==> src/rtl/code_conv_sched.sv <==
// code_conv_sched: round-robin arbitrated Gray/binary converter with a tagged valid/ready response
module code_conv_sched #(
  parameter int WIDTH = 8,
  parameter int NREQ  = 4,
  parameter int IDW   = (NREQ > 1) ? $clog2(NREQ) : 1,
  parameter int CNTW  = 16
) (
  input  logic                  clk,
  input  logic                  rst,
  input  logic [NREQ-1:0]       req_valid,
  output logic [NREQ-1:0]       req_ready,
  input  logic [NREQ*WIDTH-1:0] req_data,
  input  logic [NREQ-1:0]       req_mode,
  output logic                  rsp_valid,
  input  logic                  rsp_ready,
  output logic [WIDTH-1:0]      rsp_data,
  output logic [IDW-1:0]        rsp_id,
  output logic                  rsp_mode,
  output logic                  busy,
  output logic [CNTW-1:0]       op_count
);
  typedef enum logic [1:0] {IDLE, CONV, RESP} state_t;
  state_t state, state_d;
  logic [IDW-1:0] ptr, g, op_id;
  logic [2*NREQ-1:0] vv;
  logic [NREQ-1:0] rot;
  logic any, op_mode;
  logic [WIDTH-1:0] op_x, g2b;
  // rotate valids so bit 0 is the pointer position, then pick the lowest set bit
  always_comb begin
    vv = {req_valid, req_valid} >> ptr;
    rot = vv[NREQ-1:0];
    g = '0;
    any = 1'b0;
    for (int k = NREQ - 1; k >= 0; k--)
      if (rot[k]) begin
        g = IDW'((int'(ptr) + k) % NREQ);
        any = 1'b1;
      end
  end
  // Gray decode: each binary bit is the xor of all Gray bits at or above it
  always_comb begin
    g2b = '0;
    for (int i = 0; i < WIDTH; i++) g2b[i] = ^(op_x >> i);
  end
  // next state and grant
  always_comb begin
    state_d = state;
    req_ready = '0;
    case (state)
      IDLE: if (any) begin
        state_d = CONV;
        req_ready = NREQ'(1) << g;
      end
      CONV: state_d = RESP;
      default: state_d = rsp_ready ? IDLE : state;
    endcase
  end
  assign rsp_valid = (state == RESP);
  assign busy = (state != IDLE);
  // state, operand capture, result register and saturating completion counter
  always_ff @(posedge clk)
    if (rst) begin
      state <= IDLE;
      ptr <= '0;
      op_x <= '0;
      op_mode <= 1'b0;
      op_id <= '0;
      rsp_data <= '0;
      rsp_id <= '0;
      rsp_mode <= 1'b0;
      op_count <= '0;
    end else begin
      state <= state_d;
      if (state == IDLE && any) begin
        op_x <= req_data[int'(g)*WIDTH +: WIDTH];
        op_mode <= req_mode[g];
        op_id <= g;
        ptr <= IDW'((int'(g) + 1) % NREQ);
      end
      if (state == CONV) begin
        rsp_data <= op_mode ? op_x ^ (op_x >> 1) : g2b;
        rsp_id <= op_id;
        rsp_mode <= op_mode;
      end
      if (state == RESP && rsp_ready && op_count != '1) op_count <= op_count + CNTW'(1);
    end
endmodule
==> config.mk <==
export PLATFORM = sky130hd
export DESIGN_NAME = code_conv_sched
export DESIGN_NICKNAME = d
export VERILOG_FILES = /design/src/rtl/code_conv_sched.sv
export SDC_FILE = /design/constraint.sdc
export NUM_CORES = 1
export LEC_CHECK = 0
export BUFFER_PORTS_ARGS = -buffer_cell sky130_fd_sc_hd__buf_2
export CAP_MARGIN = 5
export CORE_UTILIZATION = 54
export CTS_CLUSTER_DIAMETER = 50
export DETAILED_ROUTE_END_ITERATION = 12
export GPL_ROUTABILITY_DRIVEN = 0
export PLACE_DENSITY = 0.95
export SETUP_SLACK_MARGIN = 0.1
export SLEW_MARGIN = 10
export SYNTH_ARGS = -nofsm -noshare
export SYNTH_HDL_FRONTEND = slang
export SYNTH_SLANG_ARGS = --single-unit
==> constraint.sdc <==
create_clock -name clk -period 2.6 [get_ports clk]
set_clock_uncertainty 0.15 [all_clocks]
set_input_delay 0.52 -clock clk [delete_from_list [all_inputs] [get_ports clk]]
set_output_delay 0.52 -clock clk [all_outputs]
set_load 0.005 [all_outputs]
; ---- Word level (Yosys, flattened, before mapping)
; Cells that the tools add are included.
[totals]
input_bits = 43
elab_cells = 54
output_inout_bits = 33
reg_bits = 42
[classes]
n_eq_ne = 4
bitwise_logic = 1
shift = 3
addsub = 5
n_reduce_logical = 15
n_mux = 16
n_lt_le_gt_ge = 1
[op_table]
columns = op, n
row1 = XOR reduction 8 bit, 8
row2 = variable part select 32 x 6 -> 8 bit, 1
row3 = adder 16 x 1 -> 16 bit (second input constant), 1
row4 = inequality test 16 bit (second input constant), 1
row5 = 2-to-1 mux 2 bit, 6
row6 = 2-to-1 mux 4 bit, 2
row7 = 2-to-1 mux 8 bit, 1
row8 = >> shifter 8 x 2 -> 4 bit, 1
row9 = XOR 8 x 7 -> 8 bit, 1
row10 = 2-to-1 mux 1 bit, 5
row11 = adder 2 x 1 -> 2 bit (second input constant), 2
row12 = adder 2 bit (second input constant), 2
row13 = case mux 2 bit (2 select lines), 1
row14 = left shift 1 x 2 -> 4 bit (first input constant), 1
row15 = logical AND 1 bit, 3
row16 = less-than comparator 2 x 3 -> 1 bit (second input constant), 1
row17 = nonzero test 3 bit, 1
row18 = binary-select mux 1 bit (select 2 bit), 1
row19 = equality test 2 x 1 -> 1 bit (second input constant), 1
row20 = equality test 2 bit (second input constant), 1
row21 = logical NOT 2 bit, 1
row22 = inequality test 2 bit (second input constant), 1
row23 = AND reduction 2 bit, 1
row24 = nonzero test 2 bit, 1

; ---- Logic depth before layout (Yosys ltp)
; Gate-level depths: netlist (run 1).
[logic_depth]
depth_word = 8
mapped_depth = 7
ltp_nobuf = 6

; ---- Worst setup path after synthesis (run 1)
; OpenSTA, ideal clock, no wires.
[synth_timing]
path_type = input to output
start = input req_valid[3]
end = output req_ready[0]
path_stages = 3
arrival_ps = 1461
slack_ps = 469
t_required_ps = 1930
path_buffers = 1
cell_sequence = o41ai_2 clkbuf_1 nor3_1
[synth_between]
elab_chain_len = 8
elab_cells_between_ends = 12
cone_classes = 2 x shift / 10 x mux
[synth_rtl]
columns = element, line_no
row1 = start: declaration, 10  ; input logic [NREQ-1:0] req_valid,
row2 = >> shifter 8 x 2 -> 4 bit (*), 31  ; vv = {req_valid, req_valid} >> ptr;
row3 = 2-to-1 mux 2 bit (4 in series), 36  ; if (rot[k]) begin
row4 = left shift 1 x 2 -> 4 bit, 53  ; req_ready = NREQ'(1) << g;
row5 = 2-to-1 mux 4 bit (*), 51  ; IDLE: if (any) begin
row6 = 2-to-1 mux 4 bit (*), 50  ; case (state)
row7 = end: declaration, 11  ; output logic [NREQ-1:0] req_ready,
; Every way passes the cells marked *; elsewhere a longest branch is shown, timed or not.

; ---- Worst setup path after layout (run 1)
[layout_timing]
start = register state[1]
end = output req_ready[1]
[layout_between]
elab_chain_len = 2
[layout_rtl]
columns = element, line_no
row1 = start: declaration, 23  ; state_t state, state_d;
row2 = start signal: assignment, 74  ; state <= state_d;
row3 = logical NOT 2 bit, 50
row4 = 2-to-1 mux 4 bit, 50
; Every way passes these cells.

==> impl_metrics.yaml, run 1 <==
cells_and_area:
  drive_gt1_share_pct: 28.6
  final_util_pct: 69.3
  multi_input_area_um2: 1370
  fin_nets: 379
  final.fill_count: 333
  antenna_cells: 0
  ff_latch_area_um2: 841
  synthToLayoutAreaGrowth_pct: 22.2
routing:
  m1WireLength_um: 2180
  vias_per_cell: 5.76
  dr.max_layer_used: "met4"
  wl_um: 5350
  vias: 2223
  post_drt_wl_per_cell_um: 13.9
  ant_nets: 0
  detailedRoute.firstPassIterationCount: 4
  drt_iter0_markers: 97
  wl_met2_um: 2740
  drcViolationCount: 0
  met3WireLength_um: 327
floorplan:
  die_h_um: 67.0
  start_util_pct: 56.7
  die_x_um: 67.0
  dieArea_um2: 4500
  row_count: 23
  pin_count: 76
  fp.coreArea_um2: 4030
worst_setup_path:
  path_buf_inv: 2
  critPathLaunchType: "flip-flop"
  crit_chain: "nor2_1 > inv_1 > a31oi_2 > nand2_1 > nor2_1 > buf_2"
  path_delay_family: "simple AND/OR/NAND/NOR gates"
  crit_type: "reg -> out"
  end_kind: "output pin"
  cp_data_required_time_ns: 1.93
  crit_path_frequent_cell: "nor2_1"
  cp_slowest_cell: "dfxtp_1"
  cp_max_fo: 8
  slowest_delay_ns: 0.38
  critPathArrivalTime_ns: 1.64
synthesis:
  syn_inst: 262
  async_flop_share_pct: 0
  seq_area_frac_synth_pct: 36.8
  synth-edff-count: 0
  ys_ff_latch: 42
  syn_area_um2: 2280
  ys_types: 42
  avgSynthCellArea_um2: 8.72
  synth_top_flop_cell: "dfxtp_1"
  syn_nets: 306
  yosysWarnings: 0
clock_tree:
  clock_latency_ns: 0.30
  cts_root_buffer: "clkbuf_8"
  clk_pin_slew_worst_paths_ns: 0.08
  cts_tree: "yes"
  post_cts_buffers: 0
  cts_buffers: 5
  cts_hold_buf: 0
  cts_sinks: 42
  post_cts_resized: 0
  clk_path_buf_depth: 2
  cts.htree.levels: 2
timing:
  post-route-period-util_pct: 89.0
  rsz0062_at_grt: "no"
  setup_tns_ns: 0
  worst_slew_pin_slew_ns: 0.717
  hold_viol_final: 0
  slew_headroom_pct: 52.1
  slew_violations: 0
  min_period_ns: 2.31
  max_freq_mhz: 432
  final-setup-viol-count: 0
run:
  drv_cap: 0
global_routing:
  grt_pass1_vias: 2051
  antenna_found_initial: 0
  grt_max_degree: 32
  grt_overflow: 0
  track_usage_pct: 25.7
  grt_pass1_wl_um: 8770
placement:
  port_buffers: 75
  dpl.hpwl_um: 3930
pwr:
  ir_worst_vdd_uv: 469
  power_leakage_nw: 1.18
  powerDensity_nw_per_um2: 632
worst_hold_path:
  hold_path_class: "reg -> reg"
status:
  status: "complete, no violations"
==> tightest hold or removal path, delay by kind of cell (launching register included) <==
family	cells	cell delay (ns)
DFF	1	0.31
AOI/OAI and AO/OA	1	0.05
and+or+nand+nor	1	0.05
==> per-layer routing <==
layer | global-route usage, % | up-vias
met1 | 28.3 | 1027
li1 | - | 1094
met4 | 10.6 | 0
met3 | 6.68 | 11
met5 | 0 | -
met2 | 45.9 | 91
==> cell usage in the layout (no fill, tap or decap), types with 2 or more instances in the layout <==
master and n:
and3_1 2, mux2i_1 19, nand3_1 7, nand3b_1 12, inv_1 7, xnor2_1 17
xor2_1 7, nor2b_1 3, nor2_1 23, nand4_1 2, and4_1 3, nand2_1 26
or3_1 4, o21ai_0 6, o211ai_1 2, a211oi_1 6, nor3_1 9, clkbuf_8 6
o31ai_1 2, buf_4 4, a21oi_1 19, dfxtp_1 42, buf_2 75, and2_1 3
o221ai_1 11
==> cells in the mapped netlist (7+ instances only) <==
cell type,number,area [um2]
nand3_1,7,35.0
inv_1,7,26.3
a21oi_1,19,95.1
nand3b_1,12,90.1
nor3_1,9,45.0
nand2_1,26,97.6
o221ai_1,11,96.3
xor2_1,7,61.3
mux2i_1,19,190
dfxtp_1,42,841
xnor2_1,17,149
nor2_1,23,86.3
clkbuf_1,9,33.8
==> through the flow <==
step / hold slack, ns / total power [mW] / cell area [um2] / instances / setup slack (ns)
6_report: 0.305 / 1.76 / 2790 / 386 / 0.287
5_1_grt: 0.325 / 1.87 / 2790 / 386 / 0.139
3_3_place_gp: 0.290 / 1.31 / 2690 / 378 / 0.439
4_1_cts: 0.308 / 1.77 / 2790 / 386 / 0.204
3_5_place_dp: 0.296 / 1.34 / 2690 / 378 / 0.339
2_1_floorplan: 0.282 / 1.18 / 2280 / 262 / 0.469
==> state kept, by name (all words and copies together), names as in the netlist <==
name and count:
op_mode 1, state 2, op_x 8, rsp_mode 1
op_count 16, rsp_id 2, ptr 2, rsp_data 8
op_id 2
==> cells by family after synthesis <==
logic type | synth area share, %
compound gates | 17.3
xor+xnor | 10.2
fa+ha+maj | 0.548
buf+inv | 3.72
flops | 36.8
mux | 8.32
simple gates | 23.1
==> power breakdown <==
part,internal (mW),leakage (nW),switching [mW]
clock network,0.214,0.0482,0.220
logic,0.264,0.792,0.272
registers,0.714,0.342,0.0792
==> area by class of cell <==
cell class | count | area share [%]
well taps | 50 | 2.24
multi-input cells | 200 | 48.9
clock inverters | 1 | 0.179
inverters | 7 | 0.941
repair buffers | 79 | 14.5
flip-flops and latches | 42 | 30.1
clock buffers | 7 | 3.09
==> worst paths after layout <==
kind / depth (start not counted) / slack (ns) / startpoint / endpoint
max: 6 / 0.29 / state[1] / req_ready[1]
min: 2 / 0.31 / rsp_data[5] / rsp_data[5]
max reg2reg: 5 / 0.63 / op_x[5] / rsp_data[1]
min reg2reg: 2 / 0.31 / rsp_data[5] / rsp_data[5]
Note: power is estimated with default switching activity, not from simulation.
==> run 2: changes to the inputs <==
- CORE_UTILIZATION: 54 -> 50
- PLACE_DENSITY: 0.95 -> 0.89
- clock period: 2.6 -> 2.3 ns (I/O delays scaled with it)
==> run 2 against run 1 <==
Die area increased by 7.8%. Combinational power up 18%. Critical path depth fell by 1. Sequential power up 13%. Global-route usage shrank 3.4 points. Register-to-register slack worse by 0.28 ns. Core utilization down 4.2 points. First-iteration DRC count up 33%. Non-clock buffer count up 2.
==> impl_metrics.yaml, run 2 (synthesized netlist as in run 1, its figures left out) <==
timing:
  max_freq_mhz: 485
  post-route-period-util_pct: 89.6
  min_period_ns: 2.06
  worst_slew_pin_slew_ns: 0.730
  setup_tns_ns: 0
  slew_violations: 0
  worst_slack_ns: 0.239
  hold_viol_final: 0
  slew_headroom_pct: 51.2
  final-setup-viol-count: 0
  rsz0062_at_grt: "no"
pwr:
  p_comb_share_pct: 30.0
  switching_share_pct: 31.4
  switchingPower_mw: 0.664
  ir_worst_vdd_uv: 465
  power_leakage_nw: 1.21
  p_int_mw: 1.45
  powerDensity_nw_per_um2: 740
  clkPwrFrac_pct: 27.5
  p_seq_share_pct: 42.6
floorplan:
  fp.coreArea_um2: 4380
  die_h_um: 69.6
  start_util_pct: 52.1
  pin_count: 76
  dieArea_um2: 4840
  die_x_um: 69.6
  row_count: 24
global_routing:
  grt_pass1_wl_um: 8800
  antenna_found_initial: 0
  grt_overflow: 0
  grt_pass1_vias: 2039
  grt_max_degree: 27
  track_usage_pct: 22.3
clock_tree:
  cts_root_buffer: "clkbuf_8"
  cts_sinks: 42
  cts_buffers: 5
  cts.htree.levels: 2
  clk_pin_slew_worst_paths_ns: 0.09
  cts_hold_buf: 0
  cts_tree: "yes"
  post_cts_buffers: 0
  clock_latency_ns: 0.30
  clk_path_buf_depth: 2
worst_setup_path:
  crit_type: "reg -> out"
  critPathLaunchType: "flip-flop"
  cp_data_required_time_ns: 1.69
  critPathArrivalTime_ns: 1.45
  cp_max_fo: 4
  end_kind: "output pin"
placement:
  port_buffers: 75
  dpl.hpwl_um: 3730
  dp_slack_ns: 0.259
cells_and_area:
  top_regs: "op_count: 16 flops, op_x: 8 flops, rsp_data: 8 flops"
  largest-register: "op_count"
  layout_common_cells: "buf_2, dfxtp_1, nand2_1"
  final_common_cell: "buf_2"
  final.fill_count: 350
  fin_nets: 381
  drive_gt1_share_pct: 30.8
  synthToLayoutAreaGrowth_pct: 24.9
  antenna_cells: 0
  largest_register_ffs: 16
routing:
  post_drt_wl_per_cell_um: 13.1
  vias: 2228
  ant_nets: 0
  wl_um: 5110
  drcViolationCount: 0
  detailedRoute.firstPassIterationCount: 4
  drt_iter0_markers: 129
  vias_per_cell: 5.71
status:
  status: "complete, no violations"
run:
  drv_cap: 0
worst_hold_path:
  hold_path_class: "in -> reg"
run 2: critical path, stage by stage (launching register included):
cell      delay (ns)
dfxtp_1         0.39
o221ai_1        0.17
a21oi_2         0.23
buf_4           0.17
nor3_1          0.04
buf_2           0.15
run 2: path summary, 6_finish.rpt:
check,from,to,slack (ns),depth (start not counted)
min,rsp_ready,state[1],0.23,2
max,ptr[0],req_ready[2],0.24,5
min reg2reg,rsp_data[4],rsp_data[4],0.31,2
max reg2reg,op_count[8],op_count[1],0.35,5
run 2: power groups by stage:
stage | clock network [mW] | logic [mW] | registers [mW]
global placement | 0 | 0.602 | 0.907
global route | 0.618 | 0.712 | 0.911
finish | 0.580 | 0.633 | 0.899
detailed placement | 0 | 0.624 | 0.908
CTS | 0.584 | 0.633 | 0.894
floorplan | 0 | 0.452 | 0.887
run 2: area by class of cell:
type,count,area [um2],share of cell area (%)
clock buffers,5,68.8,2.41
clock inverters,3,40.0,1.40
inverters,7,26.3,0.921
multi-input cells,200,1380,48.3
flip-flops and latches,42,843,29.5
well taps,52,65.1,2.28
repair buffers,81,433,15.2
run 2: repair_timing:
action / in CTS / in global routing
pin swaps: 0 / 0
gates resized for setup: 1 / 6
setup endpoints to repair: 2 / 4
run 2: through the flow:
stage	instances	cell area, um2	power (mW)	hold WS [ns]	utilization [%]
after floorplan	262	2280	1.34	0.282	-
after global placement	382	2720	1.51	0.291	62.1
after detailed placement	382	2720	1.53	0.293	62.1
after CTS	390	2840	2.11	0.244	64.7
after global routing	390	2850	2.24	0.234	65.1
final	390	2850	2.11	0.234	65.1
run 2: routing by layer:
| layer | share of wire [%] | global-route usage [%] |
|---|---|---|
| met5 | 0 | 0 |
| met1 | 43 | 26.2 |
| met4 | 1.4 | 7.94 |
| met2 | 52 | 39.4 |
| met3 | 4.3 | 5.09 |
